## src/rtl/btn_rpt_pkg.sv

```systemverilog
// Shared constants and types for the button-report event encoder.
// Holds the case bit, default character map and the F4 report command framing.
package btn_rpt_pkg;

    localparam logic [7:0]   CASE_BIT     = 8'h20;
    // "TSBARLUD" in the low 64 bits: byte 0 = 'D', byte 7 = 'T'; buttons 8..15 default to NUL.
    localparam logic [127:0] DEF_CHAR_MAP = {64'h0, 64'h5453_4241_524C_5544};
    localparam logic [7:0]   F4_CMD       = 8'hF4;
    localparam int           F4_LEN       = 4;

    typedef enum logic {
        ST_IDLE,
        ST_SCAN
    } scan_state_e;

endpackage

```

## src/rtl/btn_evt_fifo.sv

```systemverilog
// Byte-wide synchronous FIFO with registered full/empty flags.
// A push on a full FIFO is accepted when a pop happens in the same cycle.
module btn_evt_fifo #(
    parameter int DEPTH = 16
) (
    input  logic       clk,
    input  logic       rst,
    input  logic [7:0] wr_data_i,
    input  logic       wr_en_i,
    output logic [7:0] rd_data_o,
    input  logic       rd_en_i,
    output logic       full_o,
    output logic       empty_o
);
    localparam int AW = $clog2(DEPTH);

    logic [7:0]  mem_q [DEPTH];
    logic [AW:0] wr_ptr_q, wr_ptr_d;
    logic [AW:0] rd_ptr_q, rd_ptr_d;
    logic        full_q, full_d;
    logic        empty_q, empty_d;
    logic        do_wr, do_rd;

    assign do_rd = rd_en_i && !empty_q;
    assign do_wr = wr_en_i && (!full_q || do_rd);

    always_comb begin
        wr_ptr_d = wr_ptr_q + (AW + 1)'(do_wr);
        rd_ptr_d = rd_ptr_q + (AW + 1)'(do_rd);
        empty_d  = (wr_ptr_d == rd_ptr_d);
        full_d   = (wr_ptr_d[AW] != rd_ptr_d[AW]) && (wr_ptr_d[AW-1:0] == rd_ptr_d[AW-1:0]);
    end

    always_ff @(posedge clk) begin
        if (rst) begin
            wr_ptr_q <= '0;
            rd_ptr_q <= '0;
            full_q   <= 1'b0;
            empty_q  <= 1'b1;
        end else begin
            wr_ptr_q <= wr_ptr_d;
            rd_ptr_q <= rd_ptr_d;
            full_q   <= full_d;
            empty_q  <= empty_d;
        end
    end

    always_ff @(posedge clk) begin
        if (do_wr) begin
            mem_q[wr_ptr_q[AW-1:0]] <= wr_data_i;
        end
    end

    assign rd_data_o = mem_q[rd_ptr_q[AW-1:0]];
    assign full_o    = full_q;
    assign empty_o   = empty_q;

endmodule

```

## src/rtl/btn_rpt_uart.sv

```systemverilog
// Turns button state/change reports into one ASCII byte per changed button,
// buffered through a FIFO into a one-entry valid/ack output register.
module btn_rpt_uart
    import btn_rpt_pkg::*;
#(
    parameter int                 N_BTN      = 8,
    parameter logic [N_BTN-1:0]   BTN_MASK   = '1,
    parameter logic [8*N_BTN-1:0] CHAR_MAP   = DEF_CHAR_MAP[8*N_BTN-1:0],
    parameter int                 FIFO_DEPTH = 16
) (
    input  logic             clk,
    input  logic             rst,
    input  logic [N_BTN-1:0] rpt_state,
    input  logic [N_BTN-1:0] rpt_change,
    input  logic             rpt_stb,
    output logic [7:0]       out_data,
    output logic             out_valid,
    input  logic             out_ack,
    output logic [7:0]       ovf_cnt,
    input  logic             ovf_clr
);
    scan_state_e      state_q, state_d;
    logic [N_BTN-1:0] pend_chg_q, pend_chg_d;
    logic [N_BTN-1:0] pend_st_q, pend_st_d;
    logic [N_BTN-1:0] sel_onehot;
    logic [7:0]       evt_byte;
    logic             scan_en;
    logic             fifo_full, fifo_empty, fifo_pop, evt_drop;
    logic [7:0]       fifo_rd_data;
    logic [7:0]       out_data_q, out_data_d;
    logic             out_valid_q, out_valid_d;
    logic [7:0]       ovf_cnt_q, ovf_cnt_d;

    // Lowest set pending bit wins; its byte is lowercased when the button was released.
    always_comb begin
        sel_onehot = '0;
        evt_byte   = '0;
        for (int i = N_BTN - 1; i >= 0; i--) begin
            if (pend_chg_q[i]) begin
                sel_onehot    = '0;
                sel_onehot[i] = 1'b1;
                evt_byte      = pend_st_q[i] ? CHAR_MAP[8*i +: 8] : (CHAR_MAP[8*i +: 8] | CASE_BIT);
            end
        end
    end

    always_comb begin
        scan_en = 1'b0;
        case (state_q)
            ST_IDLE: scan_en = (pend_chg_q != '0);
            ST_SCAN: scan_en = 1'b1;
            default: scan_en = 1'b0;
        endcase
        // A same-cycle strobe re-arms a bit the scanner is clearing.
        pend_chg_d = (pend_chg_q & ~(scan_en ? sel_onehot : '0))
                   | (rpt_stb ? (rpt_change & BTN_MASK) : '0);
        state_d    = (pend_chg_d != '0) ? ST_SCAN : ST_IDLE;
    end

    for (genvar gi = 0; gi < N_BTN; gi++) begin : g_pend_st
        assign pend_st_d[gi] = (rpt_stb && rpt_change[gi]) ? rpt_state[gi] : pend_st_q[gi];
    end

    assign fifo_pop = !fifo_empty && (!out_valid_q || out_ack);
    assign evt_drop = scan_en && fifo_full && !fifo_pop;

    btn_evt_fifo #(
        .DEPTH(FIFO_DEPTH)
    ) u_fifo (
        .clk       (clk),
        .rst       (rst),
        .wr_data_i (evt_byte),
        .wr_en_i   (scan_en),
        .rd_data_o (fifo_rd_data),
        .rd_en_i   (fifo_pop),
        .full_o    (fifo_full),
        .empty_o   (fifo_empty)
    );

    always_comb begin
        out_data_d  = out_data_q;
        out_valid_d = out_valid_q;
        if (fifo_pop) begin
            out_data_d  = fifo_rd_data;
            out_valid_d = 1'b1;
        end else if (out_ack) begin
            out_valid_d = 1'b0;
        end

        ovf_cnt_d = ovf_cnt_q;
        if (ovf_clr) begin
            ovf_cnt_d = evt_drop ? 8'd1 : 8'd0;
        end else if (evt_drop && ovf_cnt_q != 8'hFF) begin
            ovf_cnt_d = ovf_cnt_q + 8'd1;
        end
    end

    always_ff @(posedge clk) begin
        if (rst) begin
            state_q     <= ST_IDLE;
            pend_chg_q  <= '0;
            pend_st_q   <= '0;
            out_data_q  <= '0;
            out_valid_q <= 1'b0;
            ovf_cnt_q   <= '0;
        end else begin
            state_q     <= state_d;
            pend_chg_q  <= pend_chg_d;
            pend_st_q   <= pend_st_d;
            out_data_q  <= out_data_d;
            out_valid_q <= out_valid_d;
            ovf_cnt_q   <= ovf_cnt_d;
        end
    end

    assign out_data  = out_data_q;
    assign out_valid = out_valid_q;
    assign ovf_cnt   = ovf_cnt_q;

endmodule
```

## config.mk

```make
export PLATFORM = sky130hd
export DESIGN_NAME = btn_rpt_uart
export DESIGN_NICKNAME = d
export VERILOG_FILES = /design/src/rtl/btn_rpt_pkg.sv /design/src/rtl/btn_evt_fifo.sv /design/src/rtl/btn_rpt_uart.sv
export SDC_FILE = /design/constraint.sdc
export NUM_CORES = 1
export LEC_CHECK = 0
export CAP_MARGIN = 20
export CELL_PAD_IN_SITES_DETAIL_PLACEMENT = 1
export CELL_PAD_IN_SITES_GLOBAL_PLACEMENT = 2
export CORE_ASPECT_RATIO = 0.9
export CORE_MARGIN = 1.5
export CORE_UTILIZATION = 47
export CTS_BUF_LIST = sky130_fd_sc_hd__clkbuf_4 sky130_fd_sc_hd__clkbuf_8
export DETAILED_ROUTE_END_ITERATION = 12
export DONT_BUFFER_PORTS = 1
export HOLD_SLACK_MARGIN = 0.05
export PLACE_DENSITY_LB_ADDON = 0.15
export SLEW_MARGIN = 25
export SYNTH_ARGS = -nofsm -noshare
export SYNTH_HDL_FRONTEND = slang
export SYNTH_SLANG_ARGS = --single-unit
export TNS_END_PERCENT = 20
```

## constraint.sdc

```tcl
create_clock -name clk -period 3.4 [get_ports clk]
set_input_delay 0.34 -clock clk [delete_from_list [all_inputs] [get_ports clk]]
set_output_delay 0.34 -clock clk [all_outputs]
set_load 0.02 [all_outputs]
```

==> metrics.txt <==
outcome=completed; Worst EP required=between 3 and 4 ns; clock slew at reported path FFs=approximately 0.08 ns; io pins=38; vias in the first global route=4,121; worst r2r dst=u_fifo.full_o; WP data arrival=approximately 3.2 ns; critical path capture point type=flip-flop; Worst-Margin Slew=~0.77 ns; Yosys top cell area share=between 50% and 60%; CP max-delay cell=or3_1; Setup crit start kind=flip-flop; Gate Count Post-Synth=448; max cap viols=0; Setup CP Type=flip-flop to flip-flop; Vias/cell=between 5 and 6; Tmin final=~2.9 ns; Post-synth EDFFs=112; drt wl/cell=roughly 23 um; Initial Utilization=48.3%; final hold vios=0; clock latency on the worst-skew pair=about 0.46 ns; period utilization=a little over four fifths; worst hold stages=2; Num CTS Buffers=17; Pleak=roughly 2.4 nW; R2R setup slack=around 0.54 ns; pin count of the biggest net entering global routing=43; Worst Skew=approximately 0.015 ns; Final ANT Viol Nets=0; reg-to-reg startpoint=pend_chg_q[0]; initial antenna violation count=0; VDD IR max=0.262 mV; synthesized area per cell=about 14 um^2; Cell Chain, Critical Path=or3_1, nor3b_4, nor2_1, ha_1, ha_1, xnor2_1, xnor2_1, nand3_1, nor4b_1; Final Setup Violations=0; Cell Rows=40; Yosys cell types=51; Area Overhead vs Synth=13.2%; max-slew violations=0; family with the most delay on the worst path=simple AND/OR/NAND/NOR gates; share of cells above drive strength 1=around 16%; crit-path max FO=12; TritonCTS clock tree=yes; DRT Pass-1 Iters=4; R2R depth=9; synthesis-stage register bit count=roughly 160; Die Wd=127 um; cts repair resizes=0; Clock Path Buffers=2; pwr dens=~650 nW/um^2; CP Buf/Inv Count=0; Worst Slack Setup Final=0.536 ns; Overflow after GRT=0; RSZ-0062 raised after global routing=no; DRC=0; die area=14,400 um^2; Seq/Total Area, Yosys=roughly 66%; Achievable Freq=~350 MHz; starting DRC count in detailed routing=between 300 and 400; Sink Count=157; DP HPWL=a little under 10,000 um; dominant cell type by area after synthesis=edfxtp_1; worst hold slack=just over 0.09 ns; Ant. Diodes=0; pre-CTS WS=between 0.5 and 0.6 ns; PortBufs=0; top_reg_cell synth=edfxtp_1; largest stage delay on the critical path=between 0.5 and 0.6 ns; hold path startpoint=rpt_change[6]; relative slew slack=a little under 50%; Net Count, Synth=between 400 and 500; Root Driver=clkbuf_8; total number of yosys warnings=0; hold crit path type=input pin to flip-flop; first-pass GRT wire length=23,400 um; die height=between 100 and 150 um; core area=about 13,000 um^2; CTS H-tree lvls=4; mapped cell area=6450 um^2; GR Util All Layers=22.5%; Worst Hold Endpoint=pend_chg_q[6]; top area cells in the synthesized netlist=edfxtp_1 52%, dfxtp_1 14%, mux4_2 9.8%; asr flop ratio synth=0%; detailed-route via count=slightly below 4k; GP Congestion=0.775; Fill cells=1,292; nets=approximately 500; setup TNS=0 ns; final WL=between 15,000 and 20,000 um
==> power breakdown <==
part | switching (mW) | internal, mW
Clock | 0.645 | 0.843
Sequential | 0.185 | 2.21
Combinational | 0.440 | 0.445
==> cells in the final DEF, fill, tap and decap left out, types with 2 or more instances in the layout <==
master / count
a21oi_1: 30
a221o_1: 2
a22o_1: 14
and3_1: 2
buf_4: 13
bufinv_16: 3
clkbuf_4: 3
clkbuf_8: 22
clkinv_2: 3
dfxtp_1: 43
dfxtp_2: 2
dlygate4sd3_1: 24
edfxtp_1: 112
ha_1: 5
inv_1: 9
mux2i_1: 5
mux4_2: 28
nand2_1: 35
nand2b_1: 3
nand3_1: 17
nand4_1: 2
nand4b_1: 3
nor2_1: 31
nor2b_1: 9
nor3_1: 5
nor4_1: 6
o21ai_0: 8
o21ai_1: 6
o31ai_1: 4
or2_2: 2
or3_1: 6
or4_1: 4
xnor2_1: 5
xor2_1: 6
==> cell families after synthesis <==
kind of cell / synth area share [%]
buffers and inverters: 2.91
adder cells (fa/ha/maj): 1.12
AO/OA/AOI/OAI: 7.52
flip-flops: 66.1
AND/OR/NAND/NOR: 10.3
XOR/XNOR: 1.49
multiplexers: 10.5
other: 0.0581
==> state kept, by name, indices dropped and copies added, names as in the netlist <==
register / flops
ovf_cnt: 8
out_data: 7
pend_st_q: 8
u_fifo.rd_ptr_q: 5
pend_chg_q: 8
u_fifo.wr_ptr_q: 5
out_valid: 1
u_fifo.empty_o: 1
u_fifo.mem_q: 112
state_q: 1
u_fifo.full_o: 1
==> cell usage after synthesis (2+ instances only) <==
cell type and count:
edfxtp_1 112, dfxtp_1 45, nand2_1 35, nor2_1 31
a21oi_1 30, mux4_2 28, nand3_1 17, a22o_1 14
clkbuf_1 9, inv_1 9, nor2b_1 9, o21ai_0 8
buf_2 6, buf_6 6, nor4_1 6, o21ai_1 6
or3_1 6, xor2_1 6, ha_1 5, mux2i_1 5
nor3_1 5, xnor2_1 5, o31ai_1 4, or4_1 4
nand2b_1 3, nand4b_1 3, a221o_1 2, and3_1 2
buf_1 2, buf_4 2, nand4_1 2, or2_2 2
==> metrics by stage <==
step	cell area [um^2]	utilization, %	total power, mW	instances
after CTS	7300	54.6	4.82	661
final	7300	54.7	4.77	661
after global routing	7300	54.7	4.96	661
after detailed placement	6610	49.4	3.29	604
after global placement	6610	49.4	3.27	604
after floorplan	6450	-	3.06	448
==> worst reg2reg max path, cell delays in order, from the launching register on <==
cell,delay (ns)
dfxtp_1,0.41
or3_1,0.53
nor3b_4,0.49
nor2_1,0.09
ha_1,0.23
ha_1,0.23
xnor2_1,0.26
xnor2_1,0.16
nand3_1,0.12
nor4b_1,0.27
==> what timing repair did <==
action	CTS	global route
setup buffers	0	0
hold endpoints to repair	43	0
hold buffers	25	0
==> how the worst max path moves through the flow <==
stage | startpoint | depth (start not counted) | end | slack (ns)
global route | pend_chg_q[0] | 9 | u_fifo.empty_o | 0.28
detailed placement | pend_chg_q[0] | 9 | u_fifo.full_o | 0.58
floorplan | pend_chg_q[1] | 12 | u_fifo.full_o | 0.91
finish | pend_chg_q[0] | 9 | u_fifo.full_o | 0.54
global placement | pend_chg_q[0] | 9 | u_fifo.full_o | 0.65
CTS | pend_chg_q[0] | 9 | u_fifo.full_o | 0.50
==> routing by layer <==
metal / part of all wire [%] / vias to the layer above / GRT usage [%] / routed length, um
li1: - / 1783 / - / -
met1: 45 / 1981 / 30.0 / 6790
met2: 48 / 82 / 35.9 / 7260
met3: 4.7 / 20 / 5.51 / 710
met4: 1.8 / 0 / 8.74 / 275
met5: 0 / - / 0 / 0
==> area by class of cell <==
type	instances	area (um^2)	share of cell area (%)
Sequential cell	157	4270	58.4
Multi-Input combinational cell	257	2000	27.4
Timing Repair Buffer	38	358	4.90
Clock buffer	25	325	4.45
Tap cell	168	210	2.88
Clock inverter	7	109	1.49
Inverter	9	33.8	0.463
No activity file was read; power rests on OpenSTA's default activity.
